`src/rtl/simplenet_weight_loader.sv`:
```
// rtl/simplenet_weight_loader.sv - serial weight loader with shadow/active banks for simpleNet
// Assembles NUM_W weights in a shadow bank and commits them atomically to the active bank.
module simplenet_weight_loader #(
  parameter int W_WIDTH = 4,
  parameter int NUM_W   = 9,
  parameter int ERR_W   = 4
) (
  input  logic                       clk_i,
  input  logic                       rst_ni,
  input  logic                       clear_i,
  input  logic                       wr_valid_i,
  input  logic                       wr_sof_i,
  input  logic [W_WIDTH-1:0]         wr_data_i,
  output logic                       wr_ready_o,
  output logic [NUM_W*W_WIDTH-1:0]   w_flat_o,
  output logic                       weights_valid_o,
  output logic                       commit_pulse_o,
  output logic [ERR_W-1:0]           err_count_o
);

  localparam int IDX_W = $clog2(NUM_W);
  localparam logic [IDX_W-1:0] LAST_IDX = IDX_W'(NUM_W - 1);

  typedef enum logic [1:0] {
    IDLE,
    LOAD,
    COMMIT
  } state_e;

  state_e                     state_q;
  logic [IDX_W-1:0]           idx_q;
  logic [NUM_W*W_WIDTH-1:0]   shadow_q;
  logic [NUM_W*W_WIDTH-1:0]   active_q;
  logic                       valid_q;
  logic                       pulse_q;
  logic [ERR_W-1:0]           err_q;
  logic [ERR_W-1:0]           err_d;
  logic                       xfer;

  assign wr_ready_o = (state_q != COMMIT);
  assign xfer       = wr_valid_i && wr_ready_o;
  assign err_d      = (&err_q) ? err_q : err_q + 1'b1;

  assign w_flat_o        = active_q;
  assign weights_valid_o = valid_q;
  assign commit_pulse_o  = pulse_q;
  assign err_count_o     = err_q;

  always_ff @(posedge clk_i or negedge rst_ni) begin
    if (!rst_ni) begin
      state_q  <= IDLE;
      idx_q    <= '0;
      shadow_q <= '0;
      active_q <= '0;
      valid_q  <= 1'b0;
      pulse_q  <= 1'b0;
      err_q    <= '0;
    end else if (clear_i) begin
      // err_q deliberately survives clear so protocol history is not lost
      state_q  <= IDLE;
      idx_q    <= '0;
      shadow_q <= '0;
      active_q <= '0;
      valid_q  <= 1'b0;
      pulse_q  <= 1'b0;
    end else begin
      pulse_q <= 1'b0;
      case (state_q)
        IDLE: begin
          if (xfer) begin
            if (wr_sof_i) begin
              shadow_q[W_WIDTH-1:0] <= wr_data_i;
              idx_q                 <= IDX_W'(1);
              state_q               <= LOAD;
            end else begin
              err_q <= err_d;
            end
          end
        end
        LOAD: begin
          if (xfer) begin
            if (wr_sof_i) begin
              shadow_q[W_WIDTH-1:0] <= wr_data_i;
              idx_q                 <= IDX_W'(1);
              err_q                 <= err_d;
            end else begin
              shadow_q[int'(idx_q)*W_WIDTH +: W_WIDTH] <= wr_data_i;
              if (idx_q == LAST_IDX) begin
                idx_q   <= '0;
                state_q <= COMMIT;
              end else begin
                idx_q <= idx_q + 1'b1;
              end
            end
          end
        end
        COMMIT: begin
          active_q <= shadow_q;
          valid_q  <= 1'b1;
          pulse_q  <= 1'b1;
          state_q  <= IDLE;
        end
        default: state_q <= IDLE;
      endcase
    end
  end

endmodule

```
`config.mk`:
```
export PLATFORM = sky130hd
export DESIGN_NAME = simplenet_weight_loader
export DESIGN_NICKNAME = d
export VERILOG_FILES = /design/src/rtl/simplenet_weight_loader.sv
export SDC_FILE = /design/constraint.sdc
export NUM_CORES = 1
export LEC_CHECK = 0
export CAP_MARGIN = 10
export CORE_MARGIN = 4
export CORE_UTILIZATION = 55
export CTS_CLUSTER_SIZE = 40
export DETAILED_ROUTE_END_ITERATION = 16
export MAX_ROUTING_LAYER = met4
export PLACE_DENSITY_LB_ADDON = 0.2
export SETUP_SLACK_MARGIN = 0.05
export SLEW_MARGIN = 20
export SYNTH_ARGS = -nofsm -noshare
export SYNTH_HDL_FRONTEND = slang
export SYNTH_SLANG_ARGS = --single-unit
```
`constraint.sdc`:
```
create_clock -name clk_i -period 2.7 [get_ports clk_i]
set_input_delay 0.54 -clock clk_i [delete_from_list [all_inputs] [get_ports clk_i]]
set_output_delay 0.54 -clock clk_i [all_outputs]
set_load 0.01 [all_outputs]
```
==> results.py <==
metrics = {
    "die": {
        "dieArea_um2": 8460,
        "initial_utilization_pct": 56.8,
        "design.core.area_um2": 6830,
        "dieHeight_um": 92.0,
        "io-pin-count": 52,
        "chipWidth_um": 92.0,
        "rows": 30,
    },
    "setup_path": {
        "worstPathArrival_ps": 2530,
        "worst-path-buf-inv": 0,
        "worst-r2r-setup-slack_ps": 460,
        "crit_path_max_incr_delay_ps": 530,
        "r2r-start": "idx_q[2]",
        "path_cells": "nor3_1 > ha_1 > nand2_1 > or4_1 > nor3b_1 > mux2_2",
        "rr_worst_depth": 6,
        "r2r_end": "shadow_q[12]",
        "critical_path_class": "reg2reg",
        "cp_max_fo": 11,
        "end_kind": "register",
        "critical_path.startpoint_type": "register",
        "cp_top_family": "simple AND/OR/NAND/NOR gates",
        "required_ps": 2990,
        "slowest_stage": "or4_1",
    },
    "logic_synthesis": {
        "synth_ff_type": "dfrtp_1",
        "syn-cell-area_um2": 3880,
        "yosysMostFrequentCell": "dfrtp_1",
        "syn_inst": 397,
        "synth_edf_count": 0,
        "synth_area_leaders": "dfrtp_1 (54%), nand2_1 (7.8%), a21oi_1 (5.4%)",
        "yosysTopAreaCell": "dfrtp_1",
        "synth_fa_ha_area_share_pct": 1.61,
        "synth_nets": 411,
        "synth-simple-area-share_pct": 22.8,
        "synth_xor_area_share_pct": 1.35,
        "ys_ff_latch": 84,
        "ys_types": 43,
        "yosys.area.top_type_share_pct": 54.2,
        "synthMuxAreaShare_pct": 7.48,
        "syn_avg_cell_area_um2": 9.78,
        "ys_warn_count": 0,
        "seq_area_frac_synth_pct": 54.2,
        "synth_compound_area_share_pct": 8.96,
        "synth_commonest_cells": "dfrtp_1 (84), nand2_1 (81), a21oi_1 (42), nor2_1 (24), mux2i_1 (20)",
        "synth_top_family_by_area": "simple AND/OR/NAND/NOR gates",
        "async_flop_share_pct": 100,
    },
    "final_layout": {
        "n_antenna_cell": 0,
        "nNetsFinal": 461,
        "area_delta_synth_final_pct": 20.8,
        "utilization_pct": 68.6,
        "post-route-cell-area_um2": 4690,
        "drive_above_1_share_pct": 9.51,
        "finalNonFillerCells": 548,
    },
    "timing": {
        "clock.fmax_ghz": 0.447,
        "max_slew_margin_pct": 62.7,
        "grt_setup_unrepaired": "no",
        "finalMaxSlewViolations": 0,
        "worst_hold_slack_ps": 202,
        "tns_ps": 0,
        "fin_crit_sh_pct": 82.9,
        "worst_pin_slew_ps": 552,
        "setup_slack_ps": 461,
        "fin_crit_ps": 2240,
        "fin_skew_ps": 9.25,
        "setup_viol": 0,
        "final_hold_viol_count": 0,
    },
    "clock_tree": {
        "clock_latency_ps": 350,
        "cts_hold_buf": 0,
        "post_cts_resized": 0,
        "htree_levels": 3,
        "cts_setup_buffers": 0,
        "cts_root_buffer": "clkbuf_8",
        "tritoncts": "yes",
        "cts_buffers": 9,
        "path_clk_slew_ps": 80,
        "cts_buffer_depth": 2,
        "cts.sinks": 84,
    },
    "power_and_ir_drop": {
        "p_leak_nw": 1.99,
        "power_density_nw_per_um2": 537,
        "vdd_ir_drop_max_uv": 348,
        "power.total_mw": 2.52,
    },
    "global_route": {
        "antenna_found_initial": 0,
        "grt_pass1_vias": 2937,
        "grt_max_degree": 85,
        "track_usage_pct": 21.2,
        "grt_first_pass_wirelength_mm": 14.0,
        "grt-ovfl-total": 0,
    },
    "placement": {
        "dp_cells": 532,
        "dpl_cell_area_um2": 4490,
        "port_buffers": 51,
        "place_ws_ps": 328,
        "gp_congestion": 0.891,
        "dp_hpwl_mm": 5.56,
    },
    "detailed_routing": {
        "drt_iter0_drc": 168,
        "dr.pass1.iters": 4,
        "vias": 2964,
        "drc": 0,
        "wl_per_cell_um": 14.8,
        "ant_nets": 0,
        "wirelength_mm": 8.10,
        "vias_per_cell": 5.41,
    },
    "job": {
        "maxCapViolations": 0,
    },
    "status": {
        "outcome": "complete, no violations",
    },
    "min_path": {
        "hp-class": "in2async",
    },
}
[cell type report]
| class | instances | area, um2 |
|---|---|---|
| clock buffers | 13 | 159 |
| clock inverters | 3 | 45.0 |
| fillers | 570 | 2140 |
| inverters | 7 | 26.3 |
| multi-input cells | 283 | 1640 |
| flip-flops and latches | 84 | 2100 |
| well taps | 96 | 120 |
| repair buffers | 62 | 598 |
[flip-flops by register name (all words and copies together), names as in the netlist]
| register | flops |
|---|---|
| w_flat_o | 36 |
| idx_q | 4 |
| commit_pulse_o | 1 |
| err_count_o | 4 |
| shadow_q | 36 |
| weights_valid_o | 1 |
| state_q | 2 |
[worst max-delay path by stage]
stage	from	to	slack (ps)	cells after the start
floorplan	idx_q[0]	shadow_q[1]	460	7
global placement	wr_sof_i	shadow_q[25]	430	6
detailed placement	wr_sof_i	shadow_q[12]	330	6
CTS	idx_q[2]	shadow_q[12]	480	6
global route	idx_q[2]	shadow_q[12]	310	6
finish	idx_q[2]	shadow_q[12]	460	6
[metal layers]
metal	global-route usage (%)	vias to the layer above	wire, um
met3	2.71	18	289
met5	-	-	0
met4	9.28	0	180
li1	-	1439	-
met2	34.1	59	3980
met1	27.3	1448	3640
[cells in the final DEF, fill, tap and decap left out, types with 6 or more instances in the layout]
cell type	instances
a21oi_1	42
buf_4	11
clkbuf_8	11
clkdlybuf4s50_1	49
dfrtp_1	84
inv_1	7
mux2_2	8
mux2i_1	20
nand2_1	81
nand2b_1	17
nand3_1	14
nand3b_1	7
nor2_1	24
nor2b_1	6
nor3_1	8
o21ai_0	12
[cell families (layout without fill, tap and decap cells)]
| family | after synthesis | in the layout |
|---|---|---|
| simple gates | 181 | 181 |
| flops | 84 | 84 |
| compound gates | 63 | 63 |
| buf+inv | 30 | 85 |
| mux | 28 | 28 |
| xor+xnor | 6 | 6 |
| fa+ha+maj | 5 | 5 |
[power by group]
| group | switching, mW | internal (mW) | total, mW |
|---|---|---|---|
| clock | 0.427 | 0.479 | 0.906 |
| sequential | 0.0402 | 1.29 | 1.33 |
| combinational | 0.148 | 0.132 | 0.280 |
(Power assumes the default switching activity.)
